## src/rtl/bgpu_pkg.sv

```systemverilog
// Shared types for the result collector: writeback entry layout and iid helpers.
// Widths here match the default build of result_collector.
package bgpu_pkg;

  localparam int unsigned RcNumTags     = 8;
  localparam int unsigned RcRegWidth    = 32;
  localparam int unsigned RcWarpWidth   = 4;
  localparam int unsigned RcNumWarps    = 8;
  localparam int unsigned RcRegIdxWidth = 8;

  localparam int unsigned RcTagWidth  = $clog2(RcNumTags);
  localparam int unsigned RcWidWidth  = RcNumWarps > 1 ? $clog2(RcNumWarps) : 1;
  localparam int unsigned RcIidWidth  = RcTagWidth + RcWidWidth;
  localparam int unsigned RcDataWidth = RcRegWidth * RcWarpWidth;

  typedef logic [RcIidWidth-1:0]    iid_t;
  typedef logic [RcWidWidth-1:0]    wid_t;
  typedef logic [RcRegIdxWidth-1:0] reg_idx_t;
  typedef logic [RcWarpWidth-1:0]   act_mask_t;
  typedef logic [RcDataWidth-1:0]   warp_data_t;

  typedef struct packed {
    iid_t       iid;
    reg_idx_t   dst;
    act_mask_t  act_mask;
    warp_data_t data;
  } rc_entry_t;

  // The warp ID lives in the low bits of the instruction ID.
  function automatic wid_t get_wid(iid_t iid);
    return iid[RcWidWidth-1:0];
  endfunction

endpackage

```

## src/rtl/rc_rr_arbiter.sv

```systemverilog
// Round-robin arbiter with grant lock: a grant that is not acknowledged is held
// until it is, and the priority pointer advances past the winner on acknowledge.
module rc_rr_arbiter #(
  parameter  int unsigned NumReq   = 2,
  localparam int unsigned IdxWidth = NumReq > 1 ? $clog2(NumReq) : 1
) (
  input  logic                clk_i,
  input  logic                rst_i,
  input  logic [NumReq-1:0]   req_i,
  input  logic                ack_i,
  output logic [NumReq-1:0]   gnt_o,
  output logic [IdxWidth-1:0] idx_o,
  output logic                valid_o
);

  logic [IdxWidth-1:0] ptr_q, ptr_d;
  logic [IdxWidth-1:0] lock_idx_q, lock_idx_d;
  logic                lock_q, lock_d;
  logic [IdxWidth-1:0] rr_idx, cand;
  logic                rr_valid;

  // First requester at or after the pointer, with wrap.
  always_comb begin
    rr_idx   = '0;
    rr_valid = 1'b0;
    cand     = '0;
    for (int k = 0; k < int'(NumReq); k++) begin
      cand = IdxWidth'((int'(ptr_q) + k) % int'(NumReq));
      if (!rr_valid && req_i[cand]) begin
        rr_idx   = cand;
        rr_valid = 1'b1;
      end
    end
  end

  always_comb begin
    if (lock_q) begin
      idx_o   = lock_idx_q;
      valid_o = req_i[lock_idx_q];
    end else begin
      idx_o   = rr_idx;
      valid_o = rr_valid;
    end
    gnt_o = valid_o ? (NumReq'(1) << idx_o) : '0;
  end

  always_comb begin
    ptr_d      = ptr_q;
    lock_d     = 1'b0;
    lock_idx_d = lock_idx_q;
    if (valid_o && ack_i) begin
      ptr_d = (idx_o == IdxWidth'(NumReq - 1)) ? '0 : idx_o + 1'b1;
    end else if (valid_o) begin
      lock_d     = 1'b1;
      lock_idx_d = idx_o;
    end
  end

  always_ff @(posedge clk_i) begin
    if (rst_i) begin
      ptr_q      <= '0;
      lock_q     <= 1'b0;
      lock_idx_q <= '0;
    end else begin
      ptr_q      <= ptr_d;
      lock_q     <= lock_d;
      lock_idx_q <= lock_idx_d;
    end
  end

endmodule

```

## src/rtl/result_collector.sv

```systemverilog
// Arbitrates execution-unit results onto the register-file write port and pulses
// completion per retired entry. BGPU_RC_OUTPUT_REG_EN adds a one-entry output register.
module result_collector
  import bgpu_pkg::*;
#(
  parameter  int unsigned NumEus      = 2,
  parameter  int unsigned NumTags     = RcNumTags,
  parameter  int unsigned RegWidth    = RcRegWidth,
  parameter  int unsigned WarpWidth   = RcWarpWidth,
  parameter  int unsigned NumWarps    = RcNumWarps,
  parameter  int unsigned RegIdxWidth = RcRegIdxWidth,
  localparam int unsigned TagWidth    = $clog2(NumTags),
  localparam int unsigned WidWidth    = NumWarps > 1 ? $clog2(NumWarps) : 1,
  localparam int unsigned IidWidth    = TagWidth + WidWidth,
  localparam int unsigned DataWidth   = RegWidth * WarpWidth,
  localparam int unsigned IdxWidth    = NumEus > 1 ? $clog2(NumEus) : 1
) (
  input  logic                                clk_i,
  input  logic                                rst_i,
  input  logic [NumEus-1:0]                   eu_to_rc_valid_i,
  output logic [NumEus-1:0]                   rc_to_eu_ready_o,
  input  logic [NumEus-1:0][IidWidth-1:0]     eu_to_rc_tag_i,
  input  logic [NumEus-1:0][RegIdxWidth-1:0]  eu_to_rc_dst_i,
  input  logic [NumEus-1:0][WarpWidth-1:0]    eu_to_rc_act_mask_i,
  input  logic [NumEus-1:0][DataWidth-1:0]    eu_to_rc_data_i,
  output logic                                rc_to_rf_valid_o,
  input  logic                                rf_to_rc_ready_i,
  output logic [WidWidth-1:0]                 rc_to_rf_wid_o,
  output logic [RegIdxWidth-1:0]              rc_to_rf_dst_o,
  output logic [WarpWidth-1:0]                rc_to_rf_act_mask_o,
  output logic [DataWidth-1:0]                rc_to_rf_data_o,
  output logic                                rc_to_wb_valid_o,
  output logic [IidWidth-1:0]                 rc_to_wb_iid_o
);

  logic [NumEus-1:0]   arb_gnt;
  logic [IdxWidth-1:0] arb_idx;
  logic                arb_valid;
  logic                accept, present, retire;
  rc_entry_t           in_entry, out_entry;

  rc_rr_arbiter #(
    .NumReq (NumEus)
  ) u_arb (
    .clk_i   (clk_i),
    .rst_i   (rst_i),
    .req_i   (eu_to_rc_valid_i),
    .ack_i   (accept),
    .gnt_o   (arb_gnt),
    .idx_o   (arb_idx),
    .valid_o (arb_valid)
  );

  always_comb begin
    in_entry          = '0;
    in_entry.iid      = eu_to_rc_tag_i[arb_idx];
    in_entry.dst      = eu_to_rc_dst_i[arb_idx];
    in_entry.act_mask = eu_to_rc_act_mask_i[arb_idx];
    in_entry.data     = eu_to_rc_data_i[arb_idx];
  end

`ifdef BGPU_RC_OUTPUT_REG_EN
  rc_entry_t entry_q, entry_d;
  logic      full_q, full_d;

  assign present   = full_q && !rst_i;
  assign out_entry = entry_q;
  // Zero-mask entries retire without waiting for the register file.
  assign retire    = present && ((out_entry.act_mask == '0) || rf_to_rc_ready_i);
  assign accept    = arb_valid && !rst_i && (!full_q || retire);

  always_comb begin
    full_d  = full_q;
    entry_d = entry_q;
    if (accept) begin
      full_d  = 1'b1;
      entry_d = in_entry;
    end else if (retire) begin
      full_d = 1'b0;
    end
  end

  always_ff @(posedge clk_i) begin
    if (rst_i) begin
      full_q  <= 1'b0;
      entry_q <= '0;
    end else begin
      full_q  <= full_d;
      entry_q <= entry_d;
    end
  end
`else
  assign present   = arb_valid && !rst_i;
  assign out_entry = present ? in_entry : '0;
  assign retire    = present && ((out_entry.act_mask == '0) || rf_to_rc_ready_i);
  assign accept    = retire;
`endif

  assign rc_to_eu_ready_o    = accept ? arb_gnt : '0;
  assign rc_to_rf_valid_o    = present && (out_entry.act_mask != '0);
  assign rc_to_rf_wid_o      = get_wid(out_entry.iid);
  assign rc_to_rf_dst_o      = out_entry.dst;
  assign rc_to_rf_act_mask_o = out_entry.act_mask;
  assign rc_to_rf_data_o     = out_entry.data;
  assign rc_to_wb_valid_o    = retire;
  assign rc_to_wb_iid_o      = out_entry.iid;

endmodule
```

## config.mk

```make
export PLATFORM = sky130hd
export DESIGN_NAME = result_collector
export DESIGN_NICKNAME = d
export VERILOG_FILES = /design/src/rtl/bgpu_pkg.sv /design/src/rtl/rc_rr_arbiter.sv /design/src/rtl/result_collector.sv
export SDC_FILE = /design/constraint.sdc
export NUM_CORES = 1
export LEC_CHECK = 0
export ABC_AREA = 1
export CORE_AREA = 2 2 175 177
export DETAILED_ROUTE_END_ITERATION = 16
export DIE_AREA = 0 0 177 179
export REMOVE_ABC_BUFFERS = 1
export SETUP_SLACK_MARGIN = 0.5
export SLEW_MARGIN = 10
export SYNTH_ARGS = -nofsm -noshare
export SYNTH_HDL_FRONTEND = slang
export SYNTH_HIERARCHICAL = 1
export SYNTH_SLANG_ARGS = --single-unit
```

## constraint.sdc

```tcl
create_clock -name clk_i -period 2 [get_ports clk_i]
set_input_delay 0.2 -clock clk_i [delete_from_list [all_inputs] [get_ports clk_i]]
set_output_delay 0.2 -clock clk_i [all_outputs]
set_load 0.02 [all_outputs]
```

=== Word level (Yosys, flattened, before mapping) ===
Cells that the tools add are included.

* ROM bits: 0
* Input port bits: 297
* Latch bits: 0
* Output and inout port bits: 153
* Memories kept: 0
* Register bits: 3
* Logic and storage cells: 48
* Bits in writable memories: 0

* Add/sub/neg operators: 2
* Reduce and logical (&&, ||, !) cells: 12
* Equal/unequal tests: 0
* $lt $le $gt $ge: 4
* Multiplexer cells: 25
* Bitwise operators: 1
* Shift-type cells: 1
* $mul: 0
* Divide/modulo/power cells: 0

{| class="wikitable"
|+ Operators with widths
! cell !! count
|-
| 2-to-1 mux 128 bit || 2
|-
| 2-to-1 mux 146 bit || 1
|-
| 2-to-1 mux 8 bit || 2
|-
| 2-to-1 mux 1 bit || 14
|-
| 2-to-1 mux 6 bit || 2
|-
| < comparator 1 x 2 -> 1 bit (second input constant) || 4
|-
| 2-to-1 mux 4 bit || 2
|-
| logical AND 1 bit || 5
|-
| zero test 4 bit || 1
|-
| 2-to-1 mux 2 bit || 2
|-
| nonzero test 4 bit || 1
|-
| adder 1 bit (second input constant) || 2
|-
| zero test 1 bit || 2
|-
| AND reduction 2 bit || 1
|-
| OR reduction 2 bit || 1
|-
| << shifter 1 x 1 -> 2 bit (first input constant) || 1
|-
| logical OR 1 bit || 1
|-
| inverter 1 bit || 1
|}

=== Longest topological paths before layout ===
* Word-level depth: 16
* Depth in mapped cells: 16
* Depth with buffers taken out: 16

=== Cells and area by module ===
The synthesis kept the hierarchy.

{| class="wikitable"
|+ By module, submodules not included
! module !! cells an instance !! sequential area each (um^2) !! instances !! area each (um^2)
|-
| result_collector || 514 || 0.0 || 1 || 2214.6
|-
| rc_rr_arbiter || 29 || 60.1 || 1 || 193.9
|}

=== Worst setup path before layout ===
No wires, ideal clock.

* Kind: flip-flop to output port
* Start point: register u_arb.lock_q
* End point: output port rc_to_wb_iid_o[0]
* Slack: 35 ps
* Arrival time: 1765 ps
* Buffers on the path: 3
* Stages on the path, launching flop included: 11
* Required time: 1800 ps
* Cell sequence: dfxtp_1 > nand2_1 > nand2_2 > nand2_4 > inv_1 > nor2_4 > inv_2 > buf_2 > buf_2 > a21oi_1 > buf_4

* Elaborated cells on any way between the ends: 6
* Those cells by class: 5 x mux; 1 x reduce/logical

{| class="wikitable"
|+ RTL lines
! element !! RTL line !! text
|-
| from (decl) || rc_rr_arbiter.sv:18 || <nowiki>logic lock_q, lock_d;</nowiki>
|-
| from (signal assigned) || rc_rr_arbiter.sv:66 || <nowiki>lock_q <= lock_d;</nowiki>
|-
| 2-to-1 mux 1 bit || rc_rr_arbiter.sv:37 || <nowiki>if (lock_q) begin</nowiki>
|-
| named net arb_valid || result_collector.sv:38 || <nowiki>logic arb_valid;</nowiki>
|-
| logical AND 1 bit || result_collector.sv:93 || <nowiki>assign present = arb_valid && !rst_i;</nowiki>
|-
| 2-to-1 mux 146 bit || result_collector.sv:94 || <nowiki>assign out_entry = present ? in_entry : '0;</nowiki>
|-
| to (decl) || result_collector.sv:33 || <nowiki>output logic [IidWidth-1:0] rc_to_wb_iid_o</nowiki>
|}

The timed path passes the listed nets, and every way through them passes these cells. The select of a mux whose other input is x is not followed.

=== Worst setup path after layout ===
* Start point: register u_arb.lock_idx_q
* End point: output port rc_to_rf_data_o[85]

* Cells in the longest elaborated chain, start to end: 5
* Elaborated cells on any way between the ends: 8
* Those cells by class: 7 x mux; 1 x reduce/logical

{| class="wikitable"
|+ RTL lines
! element !! RTL line !! text
|-
| from (decl) || rc_rr_arbiter.sv:17 || <nowiki>logic [IdxWidth-1:0] lock_idx_q, lock_idx_d;</nowiki>
|-
| from (signal assigned) || rc_rr_arbiter.sv:67 || <nowiki>lock_idx_q <= lock_idx_d;</nowiki>
|-
| 2-to-1 mux 1 bit (implied by the code) (2 in a row) || rc_rr_arbiter.sv:39 || <nowiki>valid_o = req_i[lock_idx_q];</nowiki>
|-
| 2-to-1 mux 1 bit || rc_rr_arbiter.sv:37 ||
|-
| named net arb_valid || result_collector.sv:38 ||
|-
| logical AND 1 bit || result_collector.sv:93 ||
|-
| 2-to-1 mux 146 bit || result_collector.sv:94 ||
|-
| to (decl) || result_collector.sv:31 || <nowiki>output logic [DataWidth-1:0] rc_to_rf_data_o,</nowiki>
|}

The timed path passes the listed nets, and every way through them passes these cells. The select of a mux whose other input is x is not followed.

==> metrics.md <==
| Metric | Value |
|---|---|
| Setup WS pre-CTS | `-0.598 ns` |
| Routed len/inst | `roughly 16 um` |
| Clock H-tree levels | `1` |
| Max Clock Skew | `roughly 0.00037 ns` |
| Post-route setup slack | `-0.00990 ns` |
| DR vias | `approximately 5.6k` |
| Diodes inserted | `0` |
| GPL Wtd Cong | `~0.8` |
| Total GRT Usage | `10.3%` |
| Area Overhead vs Synth | `293%` |
| Cell Chain, Critical Path | `nand2_4 > nand2_4 > nand2_4 > inv_2 > nor2_4 > inv_8 > buf_8 > clkbuf_16 > a21oi_2 > buf_4` |
| CP max stage cell | `dfxtp_4` |
| Max Clock Freq | `roughly 0.5 GHz` |
| HPWL after detailed placement | `~15000 um` |
| Worst setup EP type | `primary output` |
| Delay of the slowest cell on the worst path | `between 0.3 and 0.4 ns` |
| Die height | `between 150 and 200 um` |
| Starting density of the core | `roughly 8.0%` |
| Clock latency on the worst-skew pair | `between 0.2 and 0.25 ns` |
| Worst Path Arrival | `between 1.5 and 2 ns` |
| Post-synthesis cell count | `approximately 540` |
| Hold Vio Cnt, Final | `0` |
| Total wire length | `between 20000 and 25000 um` |
| RSZ-0062 raised after global routing | `yes` |
| Failing checks | `negative setup slack` |
| Slew @ Worst Pin | `roughly 0.30 ns` |
| Hold Slack | `~0.70 ns` |
| Hold/Removal Path Class | `register to register` |
| Router iterations before antenna repair | `4` |
| Crit path required time | `about 1.8 ns` |
| # setup viols final | `1` |
| Die ar. | `approximately 0.032 sq mm` |
| Global-route wire length before repair | `around 26000 um` |
| DR vias/cell | `around 3.9` |
| Max Cap Viol | `0` |
| Status | `complete, but fails checks` |
| Crit-path most repeated cell | `nand2_4` |
| Number of buffers added on ports | `roughly 450` |
| Post-Route Utilization | `about a third` |
| Core area | `0.0300 sq mm` |
| Crit path kind | `register to primary output` |
| Row cnt | `between 60 and 70` |
| Max Slew Vio Count | `0` |
| Total power | `roughly 0.0037 W` |
| Cells after DPL | `around 1.4k` |
| Unique masters post-synth | `17` |
| CTS Hold Bufs | `0` |
| DRC Markers | `0` |
| Post-layout min period | `about 2.0 ns` |
| Grt ovf | `0` |
| Initial antenna violation count | `0` |
| IO Count | `450` |
| Reg2reg path depth | `17` |
| Max clock buf depth | `2` |
| CTS tree | `yes` |
| Seq/Total Area, Yosys | `under 10%` |
| Leakage | `roughly 4.0 nW` |
| Rel. slew slack | `80.1%` |
| Cell Area, Synth | `around 0.0024 sq mm` |
| Vias in the first global route | `4991` |
| Initial drt markers | `153` |
| Share of layout cells above drive strength 1 | `about two fifths` |
| Clock root cell | `clkbuf_16` |
| Warnings from Yosys | `6` |
| Largest net degree at the start of global routing | `65` |
| Nets | `about 1.3k` |
| Period utilisation layout | `100%` |
| Fillers | `3164` |
| Clock transition at path regs | `0.03 ns` |
| Die Wd | `177 um` |
| Cts bufs inserted | `3` |
| Avg Synthesized Cell Area | `4.44 sq um` |
| Clock sinks | `3` |
| Post-route ant nets | `0` |
| Synth Register Bits | `3` |
| Hold Path Stages | `5` |
| Critical Path Source Type | `register` |
| Pwr Density | `385 mW/mm^2` |
| Non-Filler Instances | `approximately 1.4k` |
| VDD IR max | `~0.00022 V` |
| Max Fanout on Critical Path | `8` |
## sequential cells by signal (all words and copies together) (netlist names)
| signal | flops |
|---|---|
| u_arb/lock_idx_q | 1 |
| u_arb/lock_q | 1 |
| u_arb/ptr_q | 1 |
## metal layers
layer | share of wire [%] | GRT usage (%)
met5 | 0 | 0
met4 | 2.1 | 2.58
met3 | 8.1 | 2.44
met2 | 53 | 19.9
met1 | 37 | 11.3
## placed cells by master (no fill, tap or decap), types with 3 or more instances in the layout
| cell | n |
|---|---|
| nor2_1 | 3 |
| inv_1 | 14 |
| inv_4 | 3 |
| nand2_1 | 263 |
| a21oi_4 | 48 |
| clkdlybuf4s50_1 | 294 |
| buf_8 | 6 |
| inv_2 | 4 |
| nand2_2 | 30 |
| buf_12 | 17 |
| nand3_4 | 3 |
| a21oi_1 | 37 |
| buf_16 | 9 |
| nand2_4 | 16 |
| buf_4 | 118 |
| a21oi_2 | 59 |
| clkbuf_16 | 11 |
| buf_6 | 88 |
## metrics by stage
stage | TNS [ns] | cell area, sq um
finish | -0.00990 | 9470
global route | -0.716 | 9470
CTS | -0.00995 | 7750
detailed placement | -72.30 | 7640
global placement | -71.37 | 7640
floorplan | -283.55 | 2130
## logic make-up (layout without fill, tap and decap cells)
logic type / count (synthesis) / after routing / share of synthesized area [%]
AOI/OAI and AO/OA: 146 / 146 / 30.6
DFF: 3 / 3 / 2.49
and+or+nand+nor: 322 / 322 / 51.8
buffers and inverters: 72 / 570 / 15.1
## cells in the mapped netlist
master	instances	area, sq um
buf_4	15	113
inv_2	2	7.51
nor2_1	4	15.0
nand4_1	1	6.26
a21oi_1	144	721
inv_1	20	75.1
nand2_4	1	11.3
nand2_2	5	31.3
nor2_4	1	11.3
o21bai_2	1	11.3
buf_2	29	145
clkbuf_1	6	22.5
o21ai_1	1	5.00
dfxtp_1	3	60.1
nor2_2	2	12.5
nand3_1	4	20.0
nand2_1	304	1140
## layout make-up
type	instances	area [sq um]	share of cell area, %
timing repair buffer	543	5720	60.4
tap	396	495	5.23
clock buffer	4	78.8	0.832
timing repair inverter	1	6.26	0.0661
sequential	3	67.6	0.713
multi-input combinational	468	3000	31.6
inverter	22	108	1.14
## worst paths after layout
check,start,to,slack (ns)
worst max register to register,u_arb/ptr_q$_SDFFE_PP0P_,u_arb/lock_idx_q$_SDFFE_PP0P_,0.11
worst min-delay path,u_arb/ptr_q$_SDFFE_PP0P_,u_arb/ptr_q$_SDFFE_PP0P_,0.70
worst min register to register,u_arb/ptr_q$_SDFFE_PP0P_,u_arb/ptr_q$_SDFFE_PP0P_,0.70
worst max-delay path,u_arb/lock_idx_q$_SDFFE_PP0P_,rc_to_rf_data_o[85],-0.01
## worst max-delay path: cells and delay by family, from the launching register on
kind                   cells  cell delay, ns
AO/OA/AOI/OAI              1            0.17
flip-flops                 1            0.35
buffers and inverters      5            0.62
AND/OR/NAND/NOR            4            0.41
## timing repair
item                                    in CTS  in global routing
setup buffers                                7                 18
cloned                                       6                 14
pin swaps                                   20                 31
gates resized for setup                    709                418
endpoints found under the setup margin     156                156
## where the power goes
part / switching [W] / internal (W) / leakage (nW) / total (W)
Sequential: 0.00000846 / 0.0000678 / 0.0261 / 0.0000763
Clock: 0.0000565 / 0.000263 / 0.0382 / 0.000320
Combinational: 0.00156 / 0.00169 / 3.95 / 0.00325
Total: 0.00163 / 0.00202 / 4.01 / 0.00365
Note: power is estimated with default switching activity, not from simulation.
